<file path="config.mk">
export PLATFORM = sky130hd
export DESIGN_NAME = cp_read_unpacker
export DESIGN_NICKNAME = d
export VERILOG_FILES = /design/src/rtl/cp_read_unpacker_pkg.sv /design/src/rtl/cp_read_unpacker.sv
export SDC_FILE = /design/constraint.sdc
export NUM_CORES = 1
export LEC_CHECK = 0
export CAP_MARGIN = 10
export CORE_MARGIN = 4
export CORE_UTILIZATION = 45
export CTS_BUF_LIST = sky130_fd_sc_hd__clkbuf_8
export CTS_CLUSTER_SIZE = 30
export DETAILED_ROUTE_END_ITERATION = 7
export GPL_ROUTABILITY_DRIVEN = 0
export PLACE_DENSITY_LB_ADDON = 0.12
export RECOVER_POWER = 25
export SYNTH_ARGS = -nofsm -noshare
export SYNTH_HDL_FRONTEND = slang
export SYNTH_SLANG_ARGS = --single-unit
</file>
<file path="constraint.sdc">
create_clock -name clk -period 9.6 [get_ports clk]
set_clock_uncertainty 0.1 [all_clocks]
set_input_delay 2.4 -clock clk [delete_from_list [all_inputs] [get_ports clk]]
set_output_delay 2.4 -clock clk [all_outputs]
set_load 0.005 [all_outputs]
</file>
<file path="src/rtl/cp_read_unpacker_pkg.sv">
// Shared CP constants used by the read unpacker and the write-gather path.
//   BYTES_PER_BEAT : bytes carried by one bus beat
//   BEAT_WIDTH     : bits in one bus beat
//   BYTE_IDX_W     : width of a byte index within a beat
package cp_read_unpacker_pkg;

  localparam int unsigned BYTES_PER_BEAT = 16;
  localparam int unsigned BEAT_WIDTH     = 128;
  localparam int unsigned BYTE_IDX_W     = $clog2(BYTES_PER_BEAT);

endpackage

</file>
<file path="src/rtl/cp_read_unpacker.sv">
// Read unpacker: buffers up to BEATS 128-bit beats and streams them out one
// byte at a time, byte 0 first, beats in acceptance order.
// Ports:
//   clk, reset    - rising-edge clock, synchronous active-high reset
//   flush         - discard all buffered data (control state only)
//   inValid/inReady/inData    - beat input handshake
//   outValid/outReady/outData - byte output handshake (outData is a pure mux)
//   level         - buffered bytes not yet consumed
//   underrun      - sticky: consumer was ready while no byte was valid
module cp_read_unpacker
  import cp_read_unpacker_pkg::*;
#(
  parameter int unsigned BEATS = 2
) (
  input  logic                                       clk,
  input  logic                                       reset,
  input  logic                                       flush,
  input  logic                                       inValid,
  input  logic [BEAT_WIDTH-1:0]                      inData,
  output logic                                       inReady,
  output logic                                       outValid,
  output logic [7:0]                                 outData,
  input  logic                                       outReady,
  output logic [$clog2(BEATS*BYTES_PER_BEAT):0]      level,
  output logic                                       underrun
);

  localparam int unsigned PTR_W   = $clog2(BEATS);
  localparam int unsigned CNT_W   = PTR_W + 1;
  localparam int unsigned LEVEL_W = $clog2(BEATS*BYTES_PER_BEAT) + 1;

  logic [BEAT_WIDTH-1:0] mem_q [BEATS];

  logic [PTR_W-1:0]      wr_ptr_q, wr_ptr_d;
  logic [PTR_W-1:0]      rd_ptr_q, rd_ptr_d;
  logic [BYTE_IDX_W-1:0] byte_idx_q, byte_idx_d;
  logic [CNT_W-1:0]      count_q, count_d;
  logic [LEVEL_W-1:0]    level_q, level_d;
  logic                  underrun_q, underrun_d;

  logic accept;
  logic consume;
  logic last_byte;
  logic head_free;

  // Handshake decode; a full buffer still accepts when the head slot frees this cycle.
  always_comb begin
    outValid  = (count_q != '0);
    last_byte = (byte_idx_q == BYTE_IDX_W'(BYTES_PER_BEAT - 1));
    consume   = outValid & outReady;
    head_free = consume & last_byte;
    inReady   = (count_q < CNT_W'(BEATS)) |
                ((count_q == CNT_W'(BEATS)) & head_free);
    accept    = inValid & inReady & ~flush;
  end

  // Current stream byte straight from the head slot.
  assign outData = mem_q[rd_ptr_q][{byte_idx_q, 3'b000} +: 8];

  assign level    = level_q;
  assign underrun = underrun_q;

  // Next-state logic; flush clears all control state and blocks a concurrent accept.
  always_comb begin
    wr_ptr_d   = wr_ptr_q;
    rd_ptr_d   = rd_ptr_q;
    byte_idx_d = byte_idx_q;
    count_d    = count_q;
    level_d    = level_q;
    underrun_d = underrun_q;

    if (flush) begin
      wr_ptr_d   = '0;
      rd_ptr_d   = '0;
      byte_idx_d = '0;
      count_d    = '0;
      level_d    = '0;
      underrun_d = 1'b0;
    end else begin
      wr_ptr_d   = wr_ptr_q + PTR_W'(accept);
      rd_ptr_d   = rd_ptr_q + PTR_W'(head_free);
      // Index wraps 15->0 naturally in BYTE_IDX_W bits.
      byte_idx_d = byte_idx_q + BYTE_IDX_W'(consume);
      count_d    = count_q + CNT_W'(accept) - CNT_W'(head_free);
      level_d    = level_q + (accept ? LEVEL_W'(BYTES_PER_BEAT) : LEVEL_W'(0))
                           - LEVEL_W'(consume);
      underrun_d = underrun_q | (outReady & ~outValid);
    end
  end

  // Control state register.
  always_ff @(posedge clk) begin
    if (reset) begin
      wr_ptr_q   <= '0;
      rd_ptr_q   <= '0;
      byte_idx_q <= '0;
      count_q    <= '0;
      level_q    <= '0;
      underrun_q <= 1'b0;
    end else begin
      wr_ptr_q   <= wr_ptr_d;
      rd_ptr_q   <= rd_ptr_d;
      byte_idx_q <= byte_idx_d;
      count_q    <= count_d;
      level_q    <= level_d;
      underrun_q <= underrun_d;
    end
  end

  // Beat storage keeps its contents across reset and flush.
  always_ff @(posedge clk) begin
    if (!reset && accept) begin
      mem_q[wr_ptr_q] <= inData;
    end
  end

endmodule

</file>
==> results.cfg <==
[floorplanning]
die_area_mm2 = 0.0259
start_util_pct = 46.1
ioPinCount = 150
rows = 55
core_mm2 = 0.0228
die_y_um = 161
die_w_um = 161

[grt]
grt_pass1_vias = 5979
grt.overflow.total = 0
track_usage_pct = 17.3
grt_max_degree = 85
antenna_found_initial = 1
grt_pass1_wl_um = 34000

[clocking]
cts_resized = 0
clockRootBuffer = clkbuf_8
htreeDepth = 2
clock-sinks = 271
cts_buffer_depth = 3
cts_hold_buf = 0
cts_buffers = 45
cts_tree = done
post-cts-setup-buffers = 0
path_clk_slew_ps = 60
clock_latency_ps = 530

[critical_path]
regToRegEndpoint = mem_q[0][47]
crit_fanout = 3
reg2regPathDepth = 6
end_kind = primary output
rr_startpoint = byte_idx_q[1]
critical_path_class = in -> out
r2r_setup_slack_ps = 5740
cp.required_ps = 7100
critPathLaunchType = input pin
arrival_ps = 3880

[timing]
finalCritPeriodShare_pct = 66.5
max_slew_margin_pct = 17.0
finalMaxSlewViolations = 0
fin_setup_tns_ps = 0
max_freq_ghz = 0.157
hold_viol = 0
worst_slew_pin_slew_ps = 1250
setup_violations = 0
rsz0062_at_grt = false
fin_crit_ps = 6380

[power_and_ir_drop]
swShare_pct = 20.5
p_sw_uw = 468
pwr-share-clk_pct = 37.2
pwr_density_cell_mw_per_mm2 = 175
p_leak_uw = 0.00419
p_int_uw = 1810
power_frac_seq_pct = 58.1
ir_worst_vdd_mv = 0.0939
combPwrFrac_pct = 4.7

[worst_hold_path]
hold_class = reg -> reg
holdPathEnd = underrun
holdCritStartpoint = underrun
min_path_cells = 2

[placed_design]
portBuffers = 149
hpwl_um = 14300
place_inst = 956

[routing]
drcViolationCount = 0
wl_per_cell_um = 21.7
firstDrtPassIters = 4
avgViaCountPerCell = 5.24
ant_nets = 0
vias = 5409
wl_um = 22500
drt_iter0_markers = 437

[synthesis]
avgSynthCellArea_um2 = 20.6
synth_seq_cells = 271
async_flop_share_pct = 0
yosysSeqAreaShare_pct = 76.0
synth_cell_type_count = 43
synth-edff-count = 256
synth_ff_type = edfxtp_1
synth_nets = 653
synth_area_mm2 = 0.0105
synth_cells = 509
synth-warning-count = 0

[layout]
instances_no_fill = 1033
diodes = 0
layout-drive-gt1-share_pct = 15.4
nets = 834
syn2layout_area_growth_pct = 24.4

[job]
cap_violations = 0

[outcome]
run_status = finished clean
==> flip-flops by register name, summed over array words and instances (netlist names) <==
name        cells
byte_idx_q      4
underrun        1
wr_ptr_q        1
rd_ptr_q        1
level           6
mem_q         256
count_q         2
==> how the worst max path moves through the flow <==
stage	slack, ps	to	startpoint
after CTS	3190	outData[0]	rd_ptr_q
after global placement	3270	inReady	outReady
after global routing	3000	outData[4]	rd_ptr_q
after detailed placement	3220	inReady	outReady
after floorplan	650	mem_q[0][0]	outReady
final	3220	inReady	outReady
==> power by group through the flow <==
stage	Combinational [uW]	Sequential [uW]	Clock, uW
2_1_floorplan	31.2	1350	0
3_3_place_gp	110	1350	0
3_5_place_dp	113	1350	0
4_1_cts	114	1320	875
5_1_grt	115	1330	936
6_report	107	1320	849
==> synth_stat cells (all sizes together), types with 5 or more instances <==
master	count	area (um2)
mux4	47	1080
dfxtp	15	300
a22oi	9	67.6
a21oi	18	90.1
a2111oi	7	98.9
edfxtp	256	7690
ha	10	125
nand3	5	30.0
nor2	14	52.6
mux2i	34	340
o22ai	7	43.8
clkbuf	6	22.5
nor2b	6	37.5
o221ai	8	70.1
inv	11	41.3
buf	19	133
a22o	7	61.3
==> worst max-delay path, cell delays in order <==
cell,delay (ps)
clkdlybuf4s50_1,500
nand2_1,100
o31ai_2,320
clkdlybuf4s50_1,570
==> per-stage QoR <==
| step | hold WS (ps) | total power (uW) | setup WS (ps) | utilization, % | cell area (um2) |
|---|---|---|---|---|---|
| after global routing | 431 | 2380 | 3000 | 57.4 | 13100 |
| after global placement | 343 | 1460 | 3270 | 54.1 | 12300 |
| after CTS | 385 | 2310 | 3190 | 57.4 | 13100 |
| after floorplan | 337 | 1380 | 648 | - | 10500 |
| final | 384 | 2280 | 3220 | 57.4 | 13100 |
| after detailed placement | 369 | 1460 | 3220 | 54.1 | 12300 |
==> cells in the final DEF (no fill, tap or decap), types with 2 or more instances in the layout <==
| cell | Yosys | layout |
|---|---|---|
| a2111oi_2 | 6 | 6 |
| nor2_1 | 14 | 12 |
| xnor2_1 | 4 | 4 |
| nor2_4 | 0 | 2 |
| a22oi_1 | 9 | 9 |
| edfxtp_1 | 256 | 256 |
| mux4_2 | 42 | 42 |
| nor3_1 | 2 | 2 |
| nand2_1 | 2 | 2 |
| mux2i_1 | 34 | 34 |
| mux4_1 | 5 | 5 |
| nand3_1 | 4 | 4 |
| a21oi_1 | 18 | 18 |
| clkbuf_8 | 0 | 45 |
| dfxtp_1 | 15 | 13 |
| nor2b_1 | 6 | 6 |
| nor4_1 | 2 | 2 |
| clkinv_1 | 0 | 9 |
| inv_1 | 11 | 33 |
| and2_1 | 4 | 4 |
| ha_1 | 10 | 10 |
| xor2_1 | 3 | 3 |
| buf_4 | 4 | 10 |
| o22ai_1 | 7 | 7 |
| o221ai_1 | 8 | 8 |
| dlygate4sd3_1 | 0 | 70 |
| a22o_1 | 7 | 7 |
| clkdlybuf4s50_1 | 0 | 79 |
==> kinds of logic after synthesis <==
logic type	synth area share, %
AND/OR/NAND/NOR	2.07
AO/OA/AOI/OAI	4.58
multiplexers	13.5
XOR/XNOR	0.583
adder cells (fa/ha/maj)	1.38
flip-flops	76.0
buffers and inverters	1.87
==> routing by layer <==
metal	up-vias	wire (um)	global-route usage [%]
met3	33	1250	4.21
met5	-	0	0
met4	0	363	4.54
met2	156	11100	28.6
li1	2477	-	-
met1	2743	9740	23.3
==> final cells by class <==
cell class / count / area (um2)
clock inverter: 32 / 121
multi-input combinational: 202 / 2340
clock buffer: 45 / 619
timing repair buffer: 159 / 1570
tap: 313 / 392
inverter: 11 / 41.3
fill: 1715 / 9710
sequential: 271 / 7990
Note: power is estimated with default switching activity, not from simulation.
